`config.mk`:
```
export PLATFORM = sky130hd
export DESIGN_NAME = ballot_poller
export DESIGN_NICKNAME = d
export VERILOG_FILES = /design/src/rtl/ballot_poller.sv
export SDC_FILE = /design/constraint.sdc
export NUM_CORES = 1
export LEC_CHECK = 0
export CAP_MARGIN = 20
export CORE_ASPECT_RATIO = 0.7
export CORE_MARGIN = 4
export CORE_UTILIZATION = 30
export DETAILED_ROUTE_END_ITERATION = 7
export HOLD_SLACK_MARGIN = 0.08
export SLEW_MARGIN = 5
export SYNTH_ARGS = -nofsm -noshare
export SYNTH_HDL_FRONTEND = slang
export SYNTH_SLANG_ARGS = --single-unit
```
`constraint.sdc`:
```
create_clock -name clock -period 3.3 [get_ports clock]
set_clock_uncertainty 0.15 [all_clocks]
set_input_delay 0.99 -clock clock [delete_from_list [all_inputs] [get_ports clock]]
set_output_delay 0.99 -clock clock [all_outputs]
set_load 0.02 [all_outputs]
```
`src/rtl/ballot_poller.sv`:
```
// Ballot poller: offers a captured ballot code to each voter in turn, collects
// yes/no/spoiled responses, records abstentions on timeout, and holds the tallies.
module ballot_poller #(
    parameter int unsigned NUM_VOTERS = 4,
    parameter int unsigned CNT_W      = 8,
    parameter int unsigned TIMEOUT    = 8
) (
    input  logic                          clock,
    input  logic                          reset,
    input  logic                          io_start,
    input  logic [1:0]                    io_ballot_code,
    output logic                          io_ballot_valid,
    input  logic                          io_ballot_ready,
    output logic [$clog2(NUM_VOTERS)-1:0] io_ballot_id,
    output logic [1:0]                    io_ballot_data,
    input  logic                          io_vote_valid,
    input  logic [1:0]                    io_vote_data,
    output logic                          io_vote_ready,
    output logic                          io_busy,
    output logic                          io_done,
    output logic [CNT_W-1:0]              io_yes_count,
    output logic [CNT_W-1:0]              io_no_count,
    output logic [CNT_W-1:0]              io_spoiled_count,
    output logic [CNT_W-1:0]              io_abstain_count
);

    localparam int unsigned ID_W  = $clog2(NUM_VOTERS);
    localparam int unsigned TMR_W = $clog2(TIMEOUT);

    localparam logic [1:0] S_IDLE  = 2'd0;
    localparam logic [1:0] S_ISSUE = 2'd1;
    localparam logic [1:0] S_WAIT  = 2'd2;
    localparam logic [1:0] S_DONE  = 2'd3;

    logic [1:0]       state_q, state_d;
    logic [ID_W-1:0]  idx_q, idx_d;
    logic [TMR_W-1:0] tmr_q, tmr_d;
    logic [1:0]       code_q, code_d;
    logic [CNT_W-1:0] yes_q, yes_d;
    logic [CNT_W-1:0] no_q, no_d;
    logic [CNT_W-1:0] sp_q, sp_d;
    logic [CNT_W-1:0] ab_q, ab_d;
    logic             advance;

    logic ballot_valid_q, vote_ready_q, busy_q, done_q;

    // Tallies stick at all-ones instead of wrapping.
    function automatic logic [CNT_W-1:0] sat_inc(input logic [CNT_W-1:0] v);
        sat_inc = (v == {CNT_W{1'b1}}) ? v : v + CNT_W'(1);
    endfunction

    // Next-state and tally update.
    always_comb begin
        state_d = state_q;
        idx_d   = idx_q;
        tmr_d   = tmr_q;
        code_d  = code_q;
        yes_d   = yes_q;
        no_d    = no_q;
        sp_d    = sp_q;
        ab_d    = ab_q;
        advance = 1'b0;

        case (state_q)
            S_IDLE, S_DONE: begin
                if (io_start) begin
                    state_d = S_ISSUE;
                    idx_d   = '0;
                    tmr_d   = '0;
                    code_d  = io_ballot_code;
                    yes_d   = '0;
                    no_d    = '0;
                    sp_d    = '0;
                    ab_d    = '0;
                end
            end
            S_ISSUE: begin
                if (io_ballot_ready) begin
                    state_d = S_WAIT;
                    tmr_d   = '0;
                end
            end
            S_WAIT: begin
                // A vote arriving on the timeout cycle wins over the abstention.
                if (io_vote_valid) begin
                    case (io_vote_data)
                        2'd1:    yes_d = sat_inc(yes_q);
                        2'd0:    no_d  = sat_inc(no_q);
                        default: sp_d  = sat_inc(sp_q);
                    endcase
                    advance = 1'b1;
                end else if (tmr_q == TMR_W'(TIMEOUT - 1)) begin
                    ab_d    = sat_inc(ab_q);
                    advance = 1'b1;
                end else begin
                    tmr_d = tmr_q + TMR_W'(1);
                end
            end
            default: state_d = S_IDLE;
        endcase

        if (advance) begin
            if (idx_q == ID_W'(NUM_VOTERS - 1)) begin
                state_d = S_DONE;
            end else begin
                idx_d   = idx_q + ID_W'(1);
                state_d = S_ISSUE;
            end
        end
    end

    // State, datapath and registered status flags.
    always_ff @(posedge clock) begin
        if (reset) begin
            state_q        <= S_IDLE;
            idx_q          <= '0;
            tmr_q          <= '0;
            code_q         <= '0;
            yes_q          <= '0;
            no_q           <= '0;
            sp_q           <= '0;
            ab_q           <= '0;
            ballot_valid_q <= 1'b0;
            vote_ready_q   <= 1'b0;
            busy_q         <= 1'b0;
            done_q         <= 1'b0;
        end else begin
            state_q        <= state_d;
            idx_q          <= idx_d;
            tmr_q          <= tmr_d;
            code_q         <= code_d;
            yes_q          <= yes_d;
            no_q           <= no_d;
            sp_q           <= sp_d;
            ab_q           <= ab_d;
            ballot_valid_q <= (state_d == S_ISSUE);
            vote_ready_q   <= (state_d == S_WAIT);
            busy_q         <= (state_d == S_ISSUE) || (state_d == S_WAIT);
            done_q         <= (state_d == S_DONE);
        end
    end

    assign io_ballot_valid  = ballot_valid_q;
    assign io_vote_ready    = vote_ready_q;
    assign io_busy          = busy_q;
    assign io_done          = done_q;
    assign io_ballot_id     = idx_q;
    assign io_ballot_data   = code_q;
    assign io_yes_count     = yes_q;
    assign io_no_count      = no_q;
    assign io_spoiled_count = sp_q;
    assign io_abstain_count = ab_q;

endmodule

```
Yosys cells after proc, flatten, opt, wreduce, memory -nomap -nowiden
Cells that the tools add are included.
W data, S select, Z words.
{"block": "classes", "add_sub_neg": 6, "n_reduce_logical": 12, "muxes": 34, "eq_ne": 26}
{"cell": "$mux W8", "n": 13}
{"cell": "$pmux W8 S2", "n": 4}
{"cell": "$add A8 B1 Y8 const B", "n": 4}
{"cell": "$eq A8 B8 Y1 const B", "n": 4}
{"cell": "$ne A2 B2 Y1 const B", "n": 11}
{"cell": "$reduce_and A5 Y1", "n": 4}
{"cell": "$mux W2", "n": 8}
{"cell": "$mux W3", "n": 4}
{"cell": "$eq A2 B2 Y1 const B", "n": 5}
{"cell": "$pmux W3 S3", "n": 1}
{"cell": "$eq A2 B1 Y1 const B", "n": 3}
{"cell": "$logic_not A2 Y1", "n": 2}
{"cell": "$ne A2 B1 Y1 const B", "n": 2}
{"cell": "$pmux W2 S2", "n": 1}
{"cell": "$reduce_and A4 Y1", "n": 1}
{"cell": "$reduce_or A2 Y1", "n": 2}
{"cell": "$add A3 B1 Y3 const B", "n": 1}
{"cell": "$eq A3 B3 Y1 const B", "n": 1}
{"cell": "$mux W1", "n": 3}
{"cell": "$add A2 B1 Y2 const B", "n": 1}
{"cell": "$reduce_and A2 Y1", "n": 1}
{"cell": "$reduce_bool A2 Y1", "n": 1}
{"cell": "$logic_or A1 B1 Y1", "n": 1}
{"block": "totals", "elab_cells": 90, "out_inout_bits": 40, "in_bits": 9, "regBits": 45}

Logic depth before layout (Yosys ltp)
Gate-level depths: netlist (run 1).
{"block": "logic_depth", "depth_word": 7, "mapped_depth": 9, "mapped_depth_nobuf": 8}

Worst setup path before layout (run 1)
OpenSTA, ideal clock, no wires.
{"block": "synth_timing", "path_kind": "input port to flip-flop", "from": "in io_start", "to": "reg ballot_valid_q, in the netlist io_ballot_valid", "arrival_time_ns": 2.036, "path_buffers": 1, "required_ns": 3.022, "slack_ns": 0.985, "stages": 7, "path_cell_list": "buf_2 > nor2b_1 > nand2_1 > a31oi_1 > inv_1 > ha_1 > nor2b_1"}
{"block": "synth_between", "elab_chain_cells": 4}
{"item": "from (decl)", "line": "10", "rtl": "input logic io_start,"}
{"item": "$mux W2", "line": "66", "rtl": "if (io_start) begin"}
{"item": "$pmux W2 S2", "line": "64", "rtl": "case (state_q)"}
{"item": "$mux W2", "line": "102", "rtl": "if (advance) begin"}
{"item": "named net state_d[1]", "line": "35", "rtl": "logic [1:0] state_q, state_d;"}
{"item": "$eq A2 B1 Y1", "line": "136", "rtl": "ballot_valid_q <= (state_d == S_ISSUE);"}
{"item": "to (signal assigned)", "line": "136"}
{"item": "to (decl)", "line": "45", "rtl": "logic ballot_valid_q, vote_ready_q, busy_q, done_q;"}
The timed path passes the listed nets, and every way through them passes these cells.
A chain may end at the register's enable or synchronous reset.

Final worst setup path (run 1)
{"block": "layout_timing", "from": "in io_vote_valid", "to": "reg ab_q[3], in the netlist io_abstain_count[3]"}
{"block": "layout_between", "elab_chain_cells": 2}
{"item": "from (decl)", "line": "16", "rtl": "input logic io_vote_valid,"}
{"item": "$ne A2 B2 Y1 (no line)"}
{"item": "$reduce_and A5 Y1 (no line)"}
{"item": "to (signal assigned)", "line": "122", "rtl": "ab_q <= '0;"}
{"item": "to (signal assigned)", "line": "135", "rtl": "ab_q <= ab_d;"}
{"item": "to (decl)", "line": "42", "rtl": "logic [CNT_W-1:0] ab_q, ab_d;"}
Every way passes these cells.

==> impl_metrics.env, run 1 <==
export IMPL_layout_nets=380
export IMPL_die_w_um=117
export IMPL_path_max_fanout=9
export IMPL_core_area_um2=8010
export IMPL_report_final_hold_viol_count=0
export IMPL_ys_flop_type="dfxtp_1"
export IMPL_power_density_nw_per_um2=525
export IMPL_fmax_mhz=358
export IMPL_design_area_um2=3310
export IMPL_synth_cell_type_count=51
export IMPL_clock_latency_ns=0.28
export IMPL_cp_required_ns=3.32
export IMPL_reg2reg_to="io_ballot_valid$_SDFF_PP0_"
export IMPL_grt_pass1_wl_um=11900
export IMPL_r2r_slack_ns=0.89
export IMPL_track_usage_pct=14.3
export IMPL_synthTopCellsByCount="dfxtp_1 (45), nand2_1 (28), nand3_1 (22)"
export IMPL_clockRootBuffer="clkbuf_16"
export IMPL_rsz0062_at_grt="no"
export IMPL_synth_seq_cells=45
export IMPL_clkSlewWorstSetupHoldPaths_ns=0.06
export IMPL_hold_depth=2
export IMPL_syn_inst=307
export IMPL_synth_area_leaders="dfxtp_1 (36%), ha_1 (6.0%), nand3_1 (4.4%), nand2_1 (4.2%), a21oi_1 (3.6%)"
export IMPL_fin_util_pct=41.4
export IMPL_timing_final_crit_period_ns=2.79
export IMPL_multi_input_area_um2=1490
export IMPL_drive_above_1_share_pct=6.94
export IMPL_wirelength_um=7060
export IMPL_slew_headroom_pct=60.2
export IMPL_cts_tree="built"
export IMPL_drcViolationCount=0
export IMPL_end_kind="register"
export IMPL_n_antenna_cell=0
export IMPL_finalSetupViolCount=0
export IMPL_hold_end="io_ballot_data[0]$_SDFFE_PP0P_"
export IMPL_placed_cell_area_um2=3140
export IMPL_cts_buffers=5
export IMPL_cts_sinks=45
export IMPL_power_leakage_nw=1.20
export IMPL_syn_area_per_cell_um2=8.18
export IMPL_first_pass_iters=4
export IMPL_peakVddDrop_uv=210
export IMPL_synth_seq_area_share_pct=35.9
export IMPL_cts_resized=0
export IMPL_grt_start_max_net_pins=20
export IMPL_fin_crit_sh_pct=84.5
export IMPL_worstMarginPinSlew_ns=0.582
export IMPL_antenna_found_initial=0
export IMPL_fill_cells=812
export IMPL_critPathKind="primary input to register"
export IMPL_syn_nets=328
export IMPL_ioPinCount=49
export IMPL_holdWs_ns=0.305
export IMPL_routabilityCongestion=0.795
export IMPL_via_per_inst=5.45
export IMPL_synth_top_area_cell="dfxtp_1"
export IMPL_tns_ns=0
export IMPL_synthArstFlopShare_pct=0
export IMPL_ant_nets=0
export IMPL_syn_area_um2=2510
export IMPL_port_buffers=48
export IMPL_cts_hold_buf=0
export IMPL_die_area_um2=9920
export IMPL_status="complete, no violations"
export IMPL_hpwl_um=5120
export IMPL_cts_setup_buffers=0
export IMPL_fp_dieH_um=84.5
export IMPL_vias=2513
export IMPL_clock_path_buffers=2
export IMPL_area_delta_synth_final_pct=31.8
export IMPL_synth_top_area_share_pct=35.9
export IMPL_r2r_start="state_q[0]$_SDFF_PP0_"
export IMPL_rows=27
export IMPL_gr_total_overflow=0
export IMPL_r2r_worst_path_cells=8
export IMPL_synth_most_common_cell="dfxtp_1"
export IMPL_synth_edf_count=0
export IMPL_initial_utilization_pct=31.4
export IMPL_htreeDepth=2
export IMPL_ff_latch_area_um2=901
export IMPL_yosysWarnings=0
export IMPL_cp_start_kind="primary input"
export IMPL_grt_pass1_vias=2412
export IMPL_drt_initial_drc_count=96
export IMPL_wl_per_cell_um=15.3
export IMPL_hp_start="io_ballot_data[0]$_SDFFE_PP0P_"
export IMPL_arrival_ns=2.81
export IMPL_timing_max_cap_violations=0
export IMPL_slew_violations=0
export IMPL_hold_path_class="register to register"
==> sequential cells by signal, indices dropped and copies added (netlist names) <==
signal	flops
io_yes_count	8
io_ballot_data	2
io_no_count	8
io_ballot_valid	1
io_abstain_count	8
io_busy	1
io_ballot_id	2
io_done	1
io_spoiled_count	8
tmr_q	3
state_q	2
io_vote_ready	1
==> area by class of cell <==
cell class / instances / share of cell area [%]
flip-flops and latches: 45 / 27.2
multi-input cells: 232 / 44.9
inverters: 16 / 1.81
repair buffers: 59 / 17.0
clock inverters: 1 / 0.907
well taps: 101 / 3.82
clock buffers: 7 / 4.31
==> worst max-delay path by stage <==
stage	from	end	slack, ns	cells after the start
after floorplan	io_start	io_ballot_valid$_SDFF_PP0_	0.99	7
after global placement	io_vote_valid	io_abstain_count[3]$_SDFFE_PP0P_	0.27	5
after detailed placement	io_vote_valid	io_abstain_count[3]$_SDFFE_PP0P_	0.21	5
after CTS	io_vote_valid	io_ballot_valid$_SDFF_PP0_	0.50	7
after global routing	io_vote_valid	io_ballot_valid$_SDFF_PP0_	0.27	7
final	io_vote_valid	io_abstain_count[3]$_SDFFE_PP0P_	0.51	5
==> per-layer routing <==
layer	part of all wire, %	wire length [um]	GRT usage [%]
met2	41	2920	21.8
met1	51	3630	20.4
met4	0.37	26	3.09
met3	6.8	482	3.70
met5	0	0	0
==> kinds of logic after synthesis <==
| logic type | count (synthesis) | share of synthesized area, % |
|---|---|---|
| multiplexers | 5 | 2.09 |
| AO/OA/AOI/OAI | 92 | 25.1 |
| buffers and inverters | 30 | 4.88 |
| flip-flops | 45 | 35.9 |
| AND/OR/NAND/NOR | 123 | 26.1 |
| adder cells (fa/ha/maj) | 12 | 5.98 |
==> cells in the final DEF (no fill, tap or decap), types with 6 or more instances in the layout <==
cell,instances
clkdlybuf4s50_1,48
dfxtp_1,45
nand2_1,28
nand3_1,22
a21oi_1,18
o21ai_0,18
nor2_1,17
inv_1,15
ha_1,12
buf_4,11
a31oi_1,10
nand4_1,9
o31ai_1,6
nor2b_1,6
nor3_1,6
o211ai_1,6
==> per-stage QoR <==
stage               setup WS [ns]  std cells  power, mW
floorplan                   0.985        307      0.989
global placement            0.271        453       1.16
detailed placement          0.208        453       1.16
CTS                         0.500        461       1.75
global route                0.267        461       1.85
finish                      0.510        461       1.74
==> where the power goes <==
group | switching (mW) | leakage, nW | internal, mW
clock | 0.203 | 0.0841 | 0.378
sequential | 0.0255 | 0.364 | 0.585
combinational | 0.339 | 0.749 | 0.209
total | 0.567 | 1.20 | 1.17
==> worst max-delay path, stage by stage <==
cell	delay, ns
clkdlybuf4s50_1	0.61
nand2b_1	0.28
a211o_1	0.39
and3_1	0.24
a211o_1	0.29
No activity file was read; power rests on OpenSTA's default activity.
==> run 2, diff against run 1 <==
clock period = 2.8 ns   (was 3.3 ns; I/O delays follow)
==> impl_metrics.env, run 2 (synthesized netlist as in run 1, its figures left out) <==
export IMPL_hpwl_um=5360
export IMPL_power_density_nw_per_um2=579
export IMPL_grt_start_max_net_pins=23
export IMPL_gr_total_overflow=0
export IMPL_placed_cell_area_um2=3280
export IMPL_hp_start="io_ballot_data[0]$_SDFFE_PP0P_"
export IMPL_end_kind="register"
export IMPL_hold_end="io_ballot_data[0]$_SDFFE_PP0P_"
export IMPL_fin_util_pct=42.6
export IMPL_rsz0062_at_grt="no"
export IMPL_stdcell_count=478
export IMPL_clkSlewWorstSetupHoldPaths_ns=0.06
export IMPL_clock_latency_ns=0.28
export IMPL_die_w_um=117
export IMPL_report_final_hold_viol_count=0
export IMPL_worst_slack_ns=0.338
export IMPL_routabilityCongestion=0.828
export IMPL_cts_tree="built"
export IMPL_initial_utilization_pct=31.4
export IMPL_fmax_mhz=406
export IMPL_tns_ns=0
export IMPL_finalSetupViolCount=0
export IMPL_worstMarginPinSlew_ns=0.565
export IMPL_clock_path_buffers=2
export IMPL_layout_nets=399
export IMPL_dp_slack_ns=0.0319
export IMPL_peakVddDrop_uv=257
export IMPL_timing_max_cap_violations=0
export IMPL_ant_nets=0
export IMPL_cts_resized=0
export IMPL_power_mw=1.97
export IMPL_arrival_ns=2.49
export IMPL_holdWs_ns=0.311
export IMPL_via_per_inst=5.41
export IMPL_drt_initial_drc_count=129
export IMPL_vias=2586
export IMPL_reg2reg_to="io_ballot_valid$_SDFF_PP0_"
export IMPL_wirelength_um=7190
export IMPL_cts_setup_buffers=0
export IMPL_slew_headroom_pct=61.3
export IMPL_area_delta_synth_final_pct=35.8
export IMPL_hold_depth=2
export IMPL_final_common_cell="clkdlybuf4s50_1"
export IMPL_status="complete, no violations"
export IMPL_r2r_start="state_q[0]$_SDFF_PP0_"
export IMPL_design_area_um2=3410
export IMPL_drcViolationCount=0
export IMPL_first_pass_iters=4
export IMPL_path_max_fanout=5
export IMPL_n_antenna_cell=0
export IMPL_fill_cells=789
export IMPL_timing_final_crit_period_ns=2.46
export IMPL_cp_required_ns=2.83
export IMPL_fin_crit_sh_pct=87.9
export IMPL_cts_buffers=5
export IMPL_drive_above_1_share_pct=11.4
export IMPL_grt_pass1_vias=2526
export IMPL_place_inst=472
export IMPL_die_area_um2=9920
export IMPL_antenna_found_initial=0
export IMPL_track_usage_pct=14.9
export IMPL_core_area_um2=8010
export IMPL_r2r_worst_path_cells=8
export IMPL_port_buffers=48
export IMPL_cts_sinks=45
export IMPL_hold_path_class="register to register"
export IMPL_fp_dieH_um=84.5
export IMPL_slew_violations=0
export IMPL_r2r_slack_ns=0.47
export IMPL_layout_common_cells="clkdlybuf4s50_1 (48), dfxtp_1 (45), buf_4 (30)"
export IMPL_rows=27
export IMPL_cts_hold_buf=0
export IMPL_grt_pass1_wl_um=12400
export IMPL_clockRootBuffer="clkbuf_16"
export IMPL_cp_start_kind="primary input"
export IMPL_power_leakage_nw=1.27
export IMPL_wl_per_cell_um=15.0
export IMPL_ioPinCount=49
export IMPL_critPathKind="primary input to register"
export IMPL_htreeDepth=2
==> run 2: cell types whose count changed in the layout (fill, tap and decap cells not counted) <==
cell and change:
buf_4 +19, bufinv_16 -1, clkbuf_1 -1, clkbuf_8 -1, clkinv_2 +1
==> run 2: critical path: stages <==
cell and delay (ns):
clkdlybuf4s50_1 0.49, nor2b_1 0.29, nand2_1 0.09, a31oi_1 0.39, inv_1 0.09, ha_1 0.18
nor2b_1 0.12
==> run 2: worst max-delay path by stage <==
| stage | depth (start not counted) | from | slack [ns] | endpoint |
|---|---|---|---|---|
| 2_1_floorplan | 7 | io_start | 0.64 | io_ballot_valid$_SDFF_PP0_ |
| 3_3_place_gp | 6 | io_vote_valid | 0.01 | io_spoiled_count[6]$_SDFFE_PP0P_ |
| 3_5_place_dp | 6 | io_vote_valid | 0.03 | io_spoiled_count[6]$_SDFFE_PP0P_ |
| 4_1_cts | 6 | io_vote_valid | 0.32 | io_spoiled_count[6]$_SDFFE_PP0P_ |
| 5_1_grt | 7 | io_vote_valid | 0.13 | io_busy$_SDFF_PP0_ |
| 6_report | 7 | io_start | 0.34 | io_ballot_valid$_SDFF_PP0_ |
==> run 2: cell type report <==
type | count | area, um2 | share of cell area, %
repair buffers | 78 | 706 | 20.7
clock inverters | 1 | 5.00 | 0.147
well taps | 101 | 126 | 3.71
multi-input cells | 232 | 1490 | 43.6
flip-flops and latches | 45 | 901 | 26.4
inverters | 16 | 60.1 | 1.76
clock buffers | 5 | 125 | 3.67
==> run 2: power by group <==
group | switching [mW] | internal (mW) | total [mW]
logic | 0.408 | 0.291 | 0.700
registers | 0.0292 | 0.690 | 0.719
clock network | 0.237 | 0.319 | 0.556
==> run 2: per-layer routing <==
layer	global-route usage [%]	wire, um	part of all wire (%)
met5	0	0	0
met4	2.88	36	0.50
met3	3.43	398	5.5
met2	22.8	3010	42
met1	21.7	3750	52
